===== config.mk =====
export PLATFORM = sky130hd
export DESIGN_NAME = m_sequencer
export DESIGN_NICKNAME = d
export VERILOG_FILES = /design/src/rtl/m_sequencer.sv
export VERILOG_INCLUDE_DIRS = /design/src /design/src/rtl
export SDC_FILE = /design/constraint.sdc
export NUM_CORES = 1
export LEC_CHECK = 0
export CORE_MARGIN = 1
export CORE_UTILIZATION = 35
export DETAILED_ROUTE_END_ITERATION = 8
export GPL_ROUTABILITY_DRIVEN = 0
export GPL_TIMING_DRIVEN = 0
export PLACE_DENSITY_LB_ADDON = 0.1
export SYNTH_ARGS = -nofsm -noshare
export SYNTH_HDL_FRONTEND = slang
export SYNTH_SLANG_ARGS = --single-unit

===== constraint.sdc =====
create_clock -name clk -period 2.6 [get_ports clk]
set_input_delay 0.52 -clock clk [delete_from_list [all_inputs] [get_ports clk]]
set_output_delay 0.52 -clock clk [all_outputs]
set_load 0.005 [all_outputs]

===== src/rtl/m_definitions.svh =====
// Select encodings shared by the M-extension sequencer and its datapath.
// Each mux has a width macro and one macro per encoding.
`ifndef M_DEFINITIONS_SVH
`define M_DEFINITIONS_SVH

// Remainder / multiplicand register (R) select
`define MUX_R_LENGTH      3
`define MUX_R_KEEP        3'd0
`define MUX_R_A           3'd1
`define MUX_R_A_NEG       3'd2
`define MUX_R_SUB_KEEP    3'd3
`define MUX_R_MULT_LOWER  3'd4

// Divisor / multiplier register (D) select
`define MUX_D_LENGTH      2
`define MUX_D_KEEP        2'd0
`define MUX_D_B           2'd1
`define MUX_D_B_NEG       2'd2
`define MUX_D_SHR         2'd3

// Quotient / upper-product register (Z) select
`define MUX_Z_LENGTH      2
`define MUX_Z_KEEP        2'd0
`define MUX_Z_ZERO        2'd1
`define MUX_Z_SHL_ADD     2'd2
`define MUX_Z_MULT_UPPER  2'd3

// Multiplier operand A select
`define MUX_MULTA_LENGTH      2
`define MUX_MULTA_ZERO        2'd0
`define MUX_MULTA_R_SIGNED    2'd1
`define MUX_MULTA_R_UNSIGNED  2'd2

// Multiplier operand B select
`define MUX_MULTB_LENGTH      2
`define MUX_MULTB_ZERO        2'd0
`define MUX_MULTB_D_SIGNED    2'd1
`define MUX_MULTB_D_UNSIGNED  2'd2

`endif


===== src/rtl/m_sequencer.sv =====
// m_sequencer: control FSM for the RV32M multiply/divide unit.
// Steps the datapath muxes through load, pipelined multiply or a
// 32-step restoring divide, then reports how to form the result.
//
// Ports:
//   clk, resetn          clock, async active-low reset
//   start                request valid (sampled only in IDLE)
//   funct3               M-op code (MUL..REMU)
//   rs1_msb, rs2_msb     operand sign bits
//   rs2_zero             divisor is zero
//   mux_R/D/Z            datapath register selects
//   mux_multA/multB      multiplier operand selects
//   busy                 operation in progress
//   done                 one-cycle completion pulse
//   result_sel           00 Z, 01 R, 10 all-ones, 11 rs1
//   negate_result        result is negated downstream
`include "m_definitions.svh"

module m_sequencer #(
    parameter int MUL_WAIT = 2
) (
    input  logic                           clk,
    input  logic                           resetn,
    input  logic                           start,
    input  logic [2:0]                     funct3,
    input  logic                           rs1_msb,
    input  logic                           rs2_msb,
    input  logic                           rs2_zero,
    output logic [`MUX_R_LENGTH-1:0]       mux_R,
    output logic [`MUX_D_LENGTH-1:0]       mux_D,
    output logic [`MUX_Z_LENGTH-1:0]       mux_Z,
    output logic [`MUX_MULTA_LENGTH-1:0]   mux_multA,
    output logic [`MUX_MULTB_LENGTH-1:0]   mux_multB,
    output logic                           busy,
    output logic                           done,
    output logic [1:0]                     result_sel,
    output logic                           negate_result
);

    localparam int WW = (MUL_WAIT > 1) ? $clog2(MUL_WAIT) : 1;

    typedef enum logic [2:0] {
        ST_IDLE,
        ST_LOAD,
        ST_MUL_ISSUE,
        ST_MUL_WAIT,
        ST_MUL_WB,
        ST_DIV_ITER,
        ST_DONE
    } state_t;

    state_t          state_q, state_d;
    logic [2:0]      op_q, op_d;
    logic            rs1_msb_q, rs1_msb_d;
    logic            rs2_msb_q, rs2_msb_d;
    logic            rs2_zero_q, rs2_zero_d;
    logic [4:0]      div_cnt_q, div_cnt_d;
    logic [WW-1:0]   wait_cnt_q, wait_cnt_d;

    logic            is_mul;
    logic            s_a;
    logic            s_b;
    logic [`MUX_MULTA_LENGTH-1:0] mult_a_sel;
    logic [`MUX_MULTB_LENGTH-1:0] mult_b_sel;

    // funct3[2] clear selects the multiply group
    assign is_mul = ~op_q[2];

    always_comb begin
        s_a = 1'b0;
        s_b = 1'b0;
        unique case (op_q)
            3'b000, 3'b001: begin
                s_a = 1'b1;
                s_b = 1'b1;
            end
            3'b010: s_a = 1'b1;
            3'b100, 3'b110: begin
                s_a = 1'b1;
                s_b = 1'b1;
            end
            default: begin
                s_a = 1'b0;
                s_b = 1'b0;
            end
        endcase
    end

    assign mult_a_sel = s_a ? `MUX_MULTA_R_SIGNED : `MUX_MULTA_R_UNSIGNED;
    assign mult_b_sel = s_b ? `MUX_MULTB_D_SIGNED : `MUX_MULTB_D_UNSIGNED;

    always_ff @(posedge clk or negedge resetn) begin
        if (!resetn) begin
            state_q    <= ST_IDLE;
            op_q       <= 3'b000;
            rs1_msb_q  <= 1'b0;
            rs2_msb_q  <= 1'b0;
            rs2_zero_q <= 1'b0;
            div_cnt_q  <= 5'd0;
            wait_cnt_q <= '0;
        end else begin
            state_q    <= state_d;
            op_q       <= op_d;
            rs1_msb_q  <= rs1_msb_d;
            rs2_msb_q  <= rs2_msb_d;
            rs2_zero_q <= rs2_zero_d;
            div_cnt_q  <= div_cnt_d;
            wait_cnt_q <= wait_cnt_d;
        end
    end

    always_comb begin
        state_d       = state_q;
        op_d          = op_q;
        rs1_msb_d     = rs1_msb_q;
        rs2_msb_d     = rs2_msb_q;
        rs2_zero_d    = rs2_zero_q;
        div_cnt_d     = div_cnt_q;
        wait_cnt_d    = wait_cnt_q;
        mux_R         = `MUX_R_KEEP;
        mux_D         = `MUX_D_KEEP;
        mux_Z         = `MUX_Z_KEEP;
        mux_multA     = `MUX_MULTA_ZERO;
        mux_multB     = `MUX_MULTB_ZERO;
        done          = 1'b0;
        result_sel    = 2'b00;
        negate_result = 1'b0;

        unique case (state_q)
            ST_IDLE: begin
                if (start) begin
                    op_d       = funct3;
                    rs1_msb_d  = rs1_msb;
                    rs2_msb_d  = rs2_msb;
                    rs2_zero_d = rs2_zero;
                    state_d    = ST_LOAD;
                end
            end

            ST_LOAD: begin
                mux_Z = `MUX_Z_ZERO;
                if (is_mul) begin
                    mux_R   = `MUX_R_A;
                    mux_D   = `MUX_D_B;
                    state_d = ST_MUL_ISSUE;
                end else begin
                    // divide works on magnitudes; sign fixed up at the end
                    mux_R = (s_a & rs1_msb_q) ? `MUX_R_A_NEG : `MUX_R_A;
                    mux_D = (s_b & rs2_msb_q) ? `MUX_D_B_NEG : `MUX_D_B;
                    if (rs2_zero_q) begin
                        state_d = ST_DONE;
                    end else begin
                        div_cnt_d = 5'd31;
                        state_d   = ST_DIV_ITER;
                    end
                end
            end

            ST_MUL_ISSUE: begin
                mux_multA = mult_a_sel;
                mux_multB = mult_b_sel;
                if (MUL_WAIT == 0) begin
                    state_d = ST_MUL_WB;
                end else begin
                    wait_cnt_d = WW'(MUL_WAIT - 1);
                    state_d    = ST_MUL_WAIT;
                end
            end

            ST_MUL_WAIT: begin
                mux_multA = mult_a_sel;
                mux_multB = mult_b_sel;
                if (wait_cnt_q == '0) begin
                    state_d = ST_MUL_WB;
                end else begin
                    wait_cnt_d = wait_cnt_q - 1'b1;
                end
            end

            // operand selects stay up: the upper-word slice depends on them
            ST_MUL_WB: begin
                mux_multA = mult_a_sel;
                mux_multB = mult_b_sel;
                mux_Z     = `MUX_Z_MULT_UPPER;
                mux_R     = `MUX_R_MULT_LOWER;
                state_d   = ST_DONE;
            end

            ST_DIV_ITER: begin
                mux_R = `MUX_R_SUB_KEEP;
                mux_Z = `MUX_Z_SHL_ADD;
                mux_D = `MUX_D_SHR;
                if (div_cnt_q == 5'd0) begin
                    state_d = ST_DONE;
                end else begin
                    div_cnt_d = div_cnt_q - 5'd1;
                end
            end

            ST_DONE: begin
                done    = 1'b1;
                state_d = ST_IDLE;
                unique case (op_q)
                    3'b000: result_sel = 2'b01;
                    3'b001, 3'b010, 3'b011: result_sel = 2'b00;
                    3'b100, 3'b101:
                        result_sel = rs2_zero_q ? 2'b10 : 2'b00;
                    default:
                        result_sel = rs2_zero_q ? 2'b11 : 2'b01;
                endcase
                if (op_q == 3'b100) begin
                    negate_result = (rs1_msb_q ^ rs2_msb_q) & ~rs2_zero_q;
                end else if (op_q == 3'b110) begin
                    negate_result = rs1_msb_q & ~rs2_zero_q;
                end
            end

            default: state_d = ST_IDLE;
        endcase
    end

    assign busy = (state_q != ST_IDLE);

endmodule


==> flow_metrics.tcl <==
set metrics [dict create \
    maxSlewViolCount 0 \
    htree_levels 1 \
    leakage_nw 0.524 \
    cts_buffers 3 \
    hold_viol 0 \
    synth_edf_count 0 \
    synth_area_per_cell_sq_um 9.48 \
    ys_async_sr_fraction_pct 100 \
    drc_errors 0 \
    fin_skew_ns 0.0107 \
    grt_pass1_wl_um 3660 \
    layout_commonest_cell "clkdlybuf4s50_1" \
    maxCapViolCount 0 \
    p_total_mw 1.48 \
    yosysSeqAreaShare_pct 38.8 \
    multi_input_area_sq_um 539 \
    initial_utilization_pct 38.0 \
    yosys.area.top_type "dfrtp_1" \
    viasPerCell 5.41 \
    die_area_sq_mm 0.00298 \
    crit_top_cell "inv_1" \
    clkLatencyLatePin_ns 0.29 \
    period_share_pct 95.7 \
    power_density_mw_per_mm2 1160 \
    antenna_cells 0 \
    grt_usage_pct 17.4 \
    netlist_area_sq_um 967 \
    syn_nets 113 \
    antenna_found_initial 0 \
    hold_slack_ns 0.503 \
    synth_cell_types 38 \
    path_cells "buf_2, inv_1, nand3_1, inv_1, and3_1, clkdlybuf4s50_1" \
    rows 18 \
    crit_buf_inv 4 \
    yosysTopAreaCellShare_pct 38.8 \
    use_met2_pct 26.8 \
    port_buffers 24 \
    critPathLaunchType "flop" \
    drive_gt1_share_pct 16.4 \
    finalNetCount 140 \
    worstMarginPinSlew_ns 0.723 \
    rsz0062_at_grt "true" \
    ant_nets 0 \
    cp-end-kind "output pin" \
    cp.arrival_ns 1.97 \
    critical_path_class "flop to output pin" \
    cp_top_family "buffers and inverters" \
    synth-seq-cells 15 \
    grt_busiest_layer "met2" \
    grt_pass1_vias 781 \
    die-width_um 54.6 \
    syn_inst 102 \
    max_freq_mhz 402 \
    worstPathMaxFanout 10 \
    core_area_sq_mm 0.00254 \
    die_h_um 54.6 \
    hpwlAfterDp_um 1580 \
    cts.sinks 15 \
    cp_slowest_stage_delay_ns 0.49 \
    grt_overflow 0 \
    grt_max_degree 16 \
    wl_um 2200 \
    post_cts_buffers 0 \
    worstPathRequired_ns 2.08 \
    cts_tree "done" \
    crit_slowest_cell "clkdlybuf4s50_1" \
    clkTransAtPathRegs_ns 0.10 \
    vdd_drop_max_mv 0.748 \
    cts_root_buf "clkbuf_4" \
    hp-class "flop to flop" \
    netlist_top_cells_area "dfrtp_1 (39%), mux2_2 (7.0%), a21oi_1 (5.7%)" \
    ys_warn_count 0 \
    met1_usage_pct 22.8 \
    fillCellCount 268 \
    finalSetupViolCount 0 \
    outcome "finished clean" \
    utilization_pct 50.0 \
    synth_top_flop_cell "dfrtp_1" \
    wl_per_cell_um 13.9 \
    num_vias 855 \
    io-pin-count 25 \
    mostFrequentLayoutCells "clkdlybuf4s50_1 (24), dfrtp_1 (14), a21oi_1 (11)" \
    slew_headroom_pct 51.7 \
    period_minus_slack_ns 2.49 \
    max-clock-path-buffers 2 \
    drt_pass1_iterations 4 \
    synthToLayoutAreaGrowth_pct 31.7 \
    drt_iter0_markers 17 \
    grtUsageMet3_pct 6.94 \
    seq_area_sq_um 377 \
]
==> layer usage <==
metal  wire length (um)  up-vias  share of wire [%]
met4                 15        0               0.68
li1                   -      420                  -
met1               1080      416                 49
met5                  0        -                  0
met2                964       17                 44
met3                136        2                6.2
==> area by class of cell <==
cell class	instances	area share, %
timing repair buffer	24	18.9
tap	30	2.95
sequential	15	29.6
inverter	5	1.47
multi-input combinational	74	42.3
buffer	6	2.75
clock buffer	4	2.06
==> state kept, by name, indices dropped and copies added (netlist names) <==
signal	count
div_cnt_q	5
op_q	3
rs1_msb_q	1
rs2_msb_q	1
rs2_zero_q	1
state_q	3
wait_cnt_q	1
==> where the power goes <==
part,internal (mW),total (mW),switching (mW)
registers,0.348,0.502,0.155
clock network,0.0597,0.140,0.0805
logic,0.463,0.838,0.374
total,0.871,1.48,0.610
==> stage by stage <==
stage,setup TNS [ns],area (sq um),worst slack (ns),instances
after detailed placement,0,1240,0.287,156
after CTS,0,1270,0.0311,160
after floorplan,0,967,0.961,102
after global routing,-0.0322,1270,-0.0208,158
after global placement,0,1240,0.297,156
final,0,1270,0.111,158
==> logic make-up (layout without fill, tap and decap cells) <==
| kind of cell | after synthesis | after routing | share of synthesized area, % |
|---|---|---|---|
| AND/OR/NAND/NOR | 37 | 37 | 24.6 |
| XOR/XNOR | 2 | 2 | 1.81 |
| flip-flops | 15 | 15 | 38.8 |
| multiplexers | 8 | 8 | 9.06 |
| buffers and inverters | 13 | 39 | 6.08 |
| adder cells (fa/ha/maj) | 2 | 2 | 2.59 |
| AO/OA/AOI/OAI | 25 | 25 | 17.1 |
==> timing repair <==
| action | in CTS | in global routing |
|---|---|---|
| endpoints found under the hold margin | 0 | 0 |
| hold buffers | 0 | 0 |
| gates resized for setup | 1 | 3 |
| endpoints found under the setup margin | 2 | 10 |
| pin swaps | 0 | 1 |
==> cells in the mapped netlist (2+ instances only) <==
| library cell | n |
|---|---|
| a221oi_1 | 2 |
| o21ai_0 | 3 |
| mux2_2 | 6 |
| o21a_1 | 2 |
| nor3_1 | 3 |
| xnor2_1 | 2 |
| inv_1 | 5 |
| mux2i_1 | 2 |
| nand3_1 | 2 |
| ha_1 | 2 |
| dfrtp_1 | 15 |
| buf_2 | 2 |
| nand2_1 | 2 |
| clkbuf_1 | 4 |
| nor2b_1 | 5 |
| nor2_1 | 9 |
| and3b_1 | 2 |
| nand2b_1 | 4 |
| a21oi_1 | 11 |
==> worst paths after layout <==
path	start	endpoint	slack, ns	depth (start not counted)
hold / removal	wait_cnt_q	state_q[2]	0.50	1
setup reg to reg	div_cnt_q[0]	state_q[1]	0.87	6
min in group asynchronous	resetn	div_cnt_q[2]	0.65	1
max in group asynchronous	resetn	state_q[0]	1.46	1
hold reg to reg	wait_cnt_q	state_q[2]	0.50	1
setup / recovery	state_q[0]	result_sel[1]	0.11	6
Power figures use the tool's default switching activity.
